### src/rtl/regfile_write_arbiter_pkg.sv
// Shared constants and types for the register-file write arbiter and its holding buffers.
package regfile_write_arbiter_pkg;

    localparam int DATA_W   = 32;
    localparam int ADDR_W   = 5;
    localparam int STARVE_W = 4;

    localparam logic [ADDR_W-1:0]   ZERO_ADDR  = '0;
    localparam logic [STARVE_W-1:0] STARVE_MAX = '1;

    typedef enum logic {
        HOLD_EMPTY = 1'b0,
        HOLD_FULL  = 1'b1
    } hold_state_t;

endpackage

### src/rtl/regfile_write_arbiter_hold_buffer.sv
// One-entry writeback holding register; writes to the zero register are accepted and discarded.
module wb_hold_buffer #(
    parameter int DATA_W = regfile_write_arbiter_pkg::DATA_W,
    parameter int ADDR_W = regfile_write_arbiter_pkg::ADDR_W
) (
    input  logic              clk,
    input  logic              rst,
    input  logic              in_valid,
    output logic              in_ready,
    input  logic [ADDR_W-1:0] in_addr,
    input  logic [DATA_W-1:0] in_data,
    input  logic              grant,
    output logic              full,
    output logic              accept,
    output logic [ADDR_W-1:0] buf_addr,
    output logic [DATA_W-1:0] buf_data
);
    import regfile_write_arbiter_pkg::*;

    hold_state_t state;

    // A granted entry leaves at this edge, so the slot can be refilled in the same cycle.
    assign in_ready = (state == HOLD_EMPTY) || grant;
    assign accept   = in_valid && in_ready && (in_addr != ADDR_W'(ZERO_ADDR));
    assign full     = (state == HOLD_FULL);

    always_ff @(posedge clk or negedge rst) begin
        if (!rst) begin
            state    <= HOLD_EMPTY;
            buf_addr <= '0;
            buf_data <= '0;
        end else if (accept) begin
            state    <= HOLD_FULL;
            buf_addr <= in_addr;
            buf_data <= in_data;
        end else if (grant) begin
            state    <= HOLD_EMPTY;
        end
    end

endmodule

### src/rtl/regfile_write_arbiter.sv
// Arbitrates ALU (A) and load (B) writebacks onto one registered register-file write port,
// with anti-starvation for A and read-after-write hazard flags.
module regfile_write_arbiter #(
    parameter int DATA_W       = regfile_write_arbiter_pkg::DATA_W,
    parameter int ADDR_W       = regfile_write_arbiter_pkg::ADDR_W,
    parameter int STARVE_LIMIT = 3
) (
    input  logic              clk,
    input  logic              rst,
    input  logic              a_valid,
    output logic              a_ready,
    input  logic [ADDR_W-1:0] a_addr,
    input  logic [DATA_W-1:0] a_data,
    input  logic              b_valid,
    output logic              b_ready,
    input  logic [ADDR_W-1:0] b_addr,
    input  logic [DATA_W-1:0] b_data,
    output logic              rf_we,
    output logic [ADDR_W-1:0] rf_waddr,
    output logic [DATA_W-1:0] rf_wdata,
    input  logic [ADDR_W-1:0] rd_addr1,
    input  logic [ADDR_W-1:0] rd_addr2,
    output logic              hazard1,
    output logic              hazard2,
    output logic              busy
);
    import regfile_write_arbiter_pkg::*;

    localparam logic [STARVE_W-1:0] LIMIT = STARVE_W'(STARVE_LIMIT);

    logic              a_full, b_full;
    logic              a_accept, b_accept;
    logic [ADDR_W-1:0] a_buf_addr, b_buf_addr;
    logic [DATA_W-1:0] a_buf_data, b_buf_data;
    logic              grant_a, grant_b;
    logic [STARVE_W-1:0] starve_cnt;
    logic              b_older;

    wb_hold_buffer #(.DATA_W(DATA_W), .ADDR_W(ADDR_W)) u_hold_a (
        .clk      (clk),
        .rst      (rst),
        .in_valid (a_valid),
        .in_ready (a_ready),
        .in_addr  (a_addr),
        .in_data  (a_data),
        .grant    (grant_a),
        .full     (a_full),
        .accept   (a_accept),
        .buf_addr (a_buf_addr),
        .buf_data (a_buf_data)
    );

    wb_hold_buffer #(.DATA_W(DATA_W), .ADDR_W(ADDR_W)) u_hold_b (
        .clk      (clk),
        .rst      (rst),
        .in_valid (b_valid),
        .in_ready (b_ready),
        .in_addr  (b_addr),
        .in_data  (b_data),
        .grant    (grant_b),
        .full     (b_full),
        .accept   (b_accept),
        .buf_addr (b_buf_addr),
        .buf_data (b_buf_data)
    );

    // Same-address conflicts must drain oldest first so the later write lands last.
    always_comb begin
        grant_a = 1'b0;
        grant_b = 1'b0;
        if (a_full && b_full) begin
            if (a_buf_addr == b_buf_addr) begin
                grant_a = !b_older;
            end else begin
                grant_a = (starve_cnt >= LIMIT);
            end
            grant_b = !grant_a;
        end else begin
            grant_a = a_full;
            grant_b = b_full;
        end
    end

    // b_older is only set when A refills behind a B entry that remains buffered.
    always_ff @(posedge clk or negedge rst) begin
        if (!rst) begin
            starve_cnt <= '0;
            b_older    <= 1'b0;
        end else begin
            if (!a_full || grant_a) begin
                starve_cnt <= '0;
            end else if (grant_b && (starve_cnt != STARVE_MAX)) begin
                starve_cnt <= starve_cnt + 1'b1;
            end
            if (a_accept || b_accept) begin
                b_older <= a_accept && !b_accept && b_full && !grant_b;
            end
        end
    end

    always_ff @(posedge clk or negedge rst) begin
        if (!rst) begin
            rf_we    <= 1'b0;
            rf_waddr <= '0;
            rf_wdata <= '0;
        end else begin
            rf_we <= grant_a || grant_b;
            if (grant_a) begin
                rf_waddr <= a_buf_addr;
                rf_wdata <= a_buf_data;
            end else if (grant_b) begin
                rf_waddr <= b_buf_addr;
                rf_wdata <= b_buf_data;
            end
        end
    end

    assign hazard1 = (rd_addr1 != ADDR_W'(ZERO_ADDR)) &&
                     ((a_full && (rd_addr1 == a_buf_addr)) ||
                      (b_full && (rd_addr1 == b_buf_addr)) ||
                      (rf_we  && (rd_addr1 == rf_waddr)));

    assign hazard2 = (rd_addr2 != ADDR_W'(ZERO_ADDR)) &&
                     ((a_full && (rd_addr2 == a_buf_addr)) ||
                      (b_full && (rd_addr2 == b_buf_addr)) ||
                      (rf_we  && (rd_addr2 == rf_waddr)));

    assign busy = a_full || b_full || rf_we;

endmodule

### config.mk
export PLATFORM = sky130hd
export DESIGN_NAME = regfile_write_arbiter
export DESIGN_NICKNAME = d
export VERILOG_FILES = /design/src/rtl/regfile_write_arbiter_pkg.sv /design/src/rtl/regfile_write_arbiter_hold_buffer.sv /design/src/rtl/regfile_write_arbiter.sv
export SDC_FILE = /design/constraint.sdc
export NUM_CORES = 1
export LEC_CHECK = 0
export CORE_UTILIZATION = 45
export DETAILED_ROUTE_END_ITERATION = 8
export GPL_TIMING_DRIVEN = 0
export PLACE_DENSITY = 0.76
export SYNTH_ARGS = -nofsm -noshare
export SYNTH_HDL_FRONTEND = slang
export SYNTH_SLANG_ARGS = --single-unit
### constraint.sdc
create_clock -name clk -period 2.4 [get_ports clk]
set_input_delay 0.48 -clock clk [delete_from_list [all_inputs] [get_ports clk]]
set_output_delay 0.48 -clock clk [all_outputs]
set_load 0.01 [all_outputs]
; Yosys cells after proc, flatten, opt, wreduce, memory -nomap -nowiden
; Cells that the tools add are included.
[classes]
addsub = 1
n_mux = 14
bitwise_logic = 2
n_eq_ne = 8
reduce_logical = 41
magnitude_cmp = 1
[op_table]
columns = cell, count
row1 = $mux 32, 2
row2 = $eq 5x5->1, 7
row3 = $reduce_bool 5->1, 4
row4 = $logic_and 1x1->1, 17
row5 = $logic_or 1x1->1, 11
row6 = $mux 5, 2
row7 = $mux 1, 8
row8 = $mux 4, 2
row9 = $reduce_bool 2->1, 4
row10 = $logic_not 1->1, 5
row11 = $add 4x1->4 const B, 1
row12 = $ge 4x2->1 const B, 1
row13 = $ne 4x4->1 const B, 1
row14 = $not 1->1, 2
[word_totals]
out_inout_bits = 43
input_bits = 88
wordCells = 78
reg_bits = 119

; Depth between registers and ports, before layout
[depth]
ltp_word = 12
depth_mapped = 10
mapped_depth_nobuf = 6

; Modules after synthesis
; A second synthesis with hierarchy kept.
[unflattened]
cells_unflattened = 428
area_unflattened_um2 = 5721.7
[modules_own_cells]
columns = mod, area_each_um2, cells_each, instances
row1 = wb_hold_buffer, 1461.4, 86, 2
row2 = regfile_write_arbiter, 2798.9, 256, 1

; Worst setup path before layout
; Ideal clock, no wire load.
[synth_path]
path_type = reg2reg
startpoint = register starve_cnt[0]
endpoint = register u_hold_b.buf_data[10]
setup_time_ns = 0.125
stages_incl_launch_ff = 10
t_required_ns = 2.275
path_slack_ns = 0.207
arrival_ns = 2.068
path_cell_list = dfrtp_1 -> ha_1 -> nor3_1 -> a21bo_1 -> and3_1 -> buf_2 -> nor2_2 -> buf_6 -> buf_6 -> mux2_2
[synth_via]
elab_chain_cells = 8
[synth_lines]
columns = item, line
row1 = start: declaration, regfile_write_arbiter.sv:36  ; logic [STARVE_W-1:0] starve_cnt;
row2 = start signal: assignment, regfile_write_arbiter.sv:93  ; starve_cnt <= starve_cnt + 1'b1;
row3 = $ge 4x2->1, regfile_write_arbiter.sv:75  ; grant_a = (starve_cnt >= LIMIT);
row4 = $mux 1, regfile_write_arbiter.sv:72  ; if (a_buf_addr == b_buf_addr) begin
row5 = $mux 1, regfile_write_arbiter.sv:71  ; if (a_full && b_full) begin
row6 = $logic_not 1->1, regfile_write_arbiter.sv:77  ; grant_b = !grant_a;
row7 = $mux 1, regfile_write_arbiter.sv:71
row8 = $logic_or 1x1->1, regfile_write_arbiter_hold_buffer.sv:23  ; assign in_ready = (state == HOLD_EMPTY) || grant;
row9 = $logic_and 1x1->1 (2 in series), regfile_write_arbiter_hold_buffer.sv:24  ; assign accept = in_valid && in_ready && (in_addr != ADDR_W'(ZERO_ADDR));
row10 = end signal: assignment, regfile_write_arbiter_hold_buffer.sv:35  ; buf_data <= in_data;
row11 = end: declaration, regfile_write_arbiter_hold_buffer.sv:16  ; output logic [DATA_W-1:0] buf_data
; No other way between the ends. The select of a mux whose other input is x is not followed.
; A chain may end at the register's enable or synchronous reset.

; Final worst setup path
[layout_path]
startpoint = register u_hold_b.buf_addr[3]
endpoint = output port a_ready
[layout_via]
elab_chain_cells = 5
[layout_lines]
columns = item, line
row1 = start: declaration, regfile_write_arbiter_hold_buffer.sv:15  ; output logic [ADDR_W-1:0] buf_addr,
row2 = start signal: assignment, regfile_write_arbiter_hold_buffer.sv:34  ; buf_addr <= in_addr;
row3 = $eq 5x5->1, regfile_write_arbiter.sv:72
row4 = $mux 1, regfile_write_arbiter.sv:72
row5 = $mux 1 (2 in series), regfile_write_arbiter.sv:71
row6 = $logic_or 1x1->1, regfile_write_arbiter_hold_buffer.sv:23
row7 = end: declaration, regfile_write_arbiter.sv:11  ; output logic a_ready,
; No other way between the ends. The select of a mux whose other input is x is not followed.

==> flow_summary_export.csv <==
group,metric,value,unit
clock_network,cts_tree,"built",
synthesis,synth_edf_count,0,
drt,first_pass_iters,6,
drt,drc,8,
sta,max_freq,397,MHz
drt,detail_route.vias_per_cell,5.65,
power_and_ir_drop,p_leak,3.48,nW
hold_path,hold_class,"register to register",
sta,setup_slack,-0.122,ns
synthesis,synth_top_area_share,54.4,%
sta,slew_violations,0,
job,maxCapViolCount,0,
synthesis,syn_area,5470,um^2
clock_network,cts.clk_slew.worst_paths,0.05,ns
sta,worst_hold_slack,0.485,ns
synthesis,ys_ff_latch,119,
power_and_ir_drop,clkPwrFrac,36.1,%
cells_and_area,areaGrowthSynthToFinish,50.7,%
cells_and_area,drive_gt1_share,26.9,%
synthesis,synth_area_per_cell,11.8,um^2
global_routing,globalRouteOverflowTotal,0,
synthesis,syn_inst,465,
power_and_ir_drop,p_per_area,904,nW/um^2
critical_path,crit_required,1.92,ns
global_routing,grt_use_met3,3.89,%
critical_path,worstPathMaxFanout,5,
critical_path,worstSetupPathType,"register to output port",
power_and_ir_drop,p_seq_share,37.3,%
synthesis,synthDistinctLibCells,36,
clock_network,root_buffer,"clkbuf_16",
synthesis,ys_top_cells_by_count,"dfrtp_1, nand2_1, mux2_2, a22oi_1, o211ai_1",
floorplan,rows,39,
sta,clock_skew,0.00683,ns
status,violations,"design-rule violations, negative setup slack",
global_routing,grt_pass1_wl,23.9,mm
cells_and_area,num_antenna_cells,0,
clock_network,cts_buffers,17,
sta,max_slew_margin,54.1,%
placement,io_buffers,130,
sta,worst_slew_pin_slew,0.686,ns
global_routing,grt_pass1_vias,4592,
synthesis,synth_fp_nets,554,
critical_path,rrSetupSlack,-0.10,ns
sta,finalCriticalPeriod,2.52,ns
sta,period_share,105,%
sta,setup_viol,40,
synthesis,ys_seq_area_share,54.4,%
power_and_ir_drop,ir_drop,518,uV
placement,dpl.hpwl,10.0,mm
clock_network,clockBufferDepth,2,
global_routing,grt_usage,24.7,%
power_and_ir_drop,total_power,7.45,mW
status,outcome,"finished with violations",
critical_path,arrival,2.04,ns
floorplan,core,11600,um^2
drt,ant_nets,0,
floorplan,die_x,112,um
clock_network,clock-sinks,119,
placement,gp_congestion,0.881,
global_routing,grt_max_degree,94,
cells_and_area,fill_cells,829,
drt,num_vias,4503,
global_routing,antenna_found_initial,0,
power_and_ir_drop,internal-power,5.43,mW
floorplan,io_pins,131,
floorplan,die_height,112,um
power_and_ir_drop,swShare,27.1,%
clock_network,htree_levels,4,
sta,setup-tns-final,-2.48,ns
drt,first_iter_violations,279,
drt,drt_wl_total,15.7,mm
sta,rsz0062_at_grt,"true",
synthesis,yosysMostFrequentCell,"dfrtp_1",
cells_and_area,nets,732,
global_routing,grt_util_met1,31.1,%
global_routing,top_usage_layer,"met2",
floorplan,die_area,12600,um^2
sta,hold_violations,0,
synthesis,yosysTopAreaCell,"dfrtp_1",
drt,routedWlPerCell,19.7,um
critical_path,setup.worst_path.start_class,"register",
critical_path,end_kind,"output port",
floorplan,initial_utilization,47.1,%
power_and_ir_drop,power_frac_comb,26.5,%
global_routing,grt_use_met2,43.7,%
power_and_ir_drop,power_switching,2.02,mW
synthesis,yosys_warnings,0,
synthesis,synthArstFlopShare,100,%
synthesis,synth_area_leaders,"dfrtp_1, mux2_2, nand2_1",
synthesis,ys.flop_type,"dfrtp_1",
clock_network,clkLatencyLatePin,0.41,ns
flip-flops by register name, indices dropped and copies added, names as in the netlist:
name and count:
u_hold_a.full 1, rf_we 1, u_hold_a.buf_addr 5, u_hold_b.buf_addr 5, u_hold_a.buf_data 32, u_hold_b.full 1, rf_wdata 32, b_older 1
rf_waddr 5, u_hold_b.buf_data 32, starve_cnt 4
timing repair:
item | in CTS | in global routing
resized for setup | 64 | 64
pin swaps | 10 | 11
hold buffers | 1 | 0
buffers inserted | 18 | 9
endpoints found under the setup margin | 64 | 84
hold endpoints to repair | 26 | 0
gates cloned | 0 | 4
per-stage QoR:
step / util (%) / setup WS [ns] / instance area (um^2) / instances
after floorplan: - / 0.207 / 5470 / 465
after global placement: 59.8 / -3.56 / 6950 / 738
after detailed placement: 60.1 / -0.690 / 6980 / 739
after CTS: 67.5 / -0.0855 / 7840 / 786
after global routing: 71.0 / -0.186 / 8240 / 797
final: 71.0 / -0.122 / 8240 / 797
cells in the final DEF (no fill, tap or decap), drive strengths merged, types with 2 or more instances in the layout:
cell           count
o31ai              2
a22oi             34
a21oi              3
inv                5
clkbuf            44
nor3               6
clkinvlp           2
xnor2             13
nand2             74
bufinv             4
dlygate4sd2       11
clkinv             2
o211ai            34
xor2              23
a31oi              3
o21ai              4
nor4               4
nand3              5
or4                2
mux2              74
and3               2
o221a              3
dfrtp            119
or3                4
clkdlybuf4s50    114
buf               40
nand4              2
nor2              14
worst max-delay path: stages, from the launching register on:
cell,delay [ns]
dfrtp_2,0.46
xor2_2,0.20
nor3_2,0.27
buf_4,0.18
nand2_4,0.06
and3_4,0.20
nor2_4,0.14
buf_6,0.12
power groups by stage:
stage | clock network, mW | registers (mW) | logic, mW
6_report | 2.69 | 2.78 | 1.98
5_1_grt | 2.81 | 2.82 | 2.12
2_1_floorplan | 0 | 2.77 | 0.799
3_3_place_gp | 0 | 2.76 | 1.56
3_5_place_dp | 0 | 2.78 | 1.63
4_1_cts | 2.71 | 2.76 | 1.73
path summary, 6_finish.rpt:
path	end	start	cells past startpoint
hold / removal	u_hold_b.buf_data[25]	u_hold_b.buf_data[25]	1
hold reg to reg	u_hold_b.buf_data[25]	u_hold_b.buf_data[25]	1
setup / recovery	a_ready	u_hold_b.buf_addr[3]	7
setup reg to reg	u_hold_a.buf_data[7]	u_hold_b.buf_addr[3]	10
max in group asynchronous	starve_cnt[0]	rst	3
min in group asynchronous	u_hold_b.buf_data[0]	rst	2
layout make-up:
type | instances | area [um^2] | share of cell area (%)
Tap cell | 143 | 179 | 2.17
Clock inverter | 8 | 145 | 1.76
Inverter | 5 | 26.3 | 0.319
Multi-Input combinational cell | 312 | 2540 | 30.8
Clock buffer | 22 | 484 | 5.87
Buffer | 25 | 216 | 2.63
Sequential cell | 119 | 2990 | 36.3
Timing Repair Buffer | 163 | 1660 | 20.2
routing by layer:
layer	wire, um	share of wire [%]
met1	6550	42
met2	8160	52
met3	676	4.3
met4	318	2.0
met5	0	0
kinds of logic (layout without fill, tap and decap cells):
family	Yosys count	in the layout	share of synthesized area, %
flip-flops	119	119	54.4
AO/OA/AOI/OAI	86	86	11.7
adder cells (fa/ha/maj)	1	1	0.229
buffers and inverters	34	223	3.25
AND/OR/NAND/NOR	114	114	9.24
multiplexers	75	75	15.4
XOR/XNOR	36	36	5.76
Note: power is estimated with default switching activity, not from simulation.
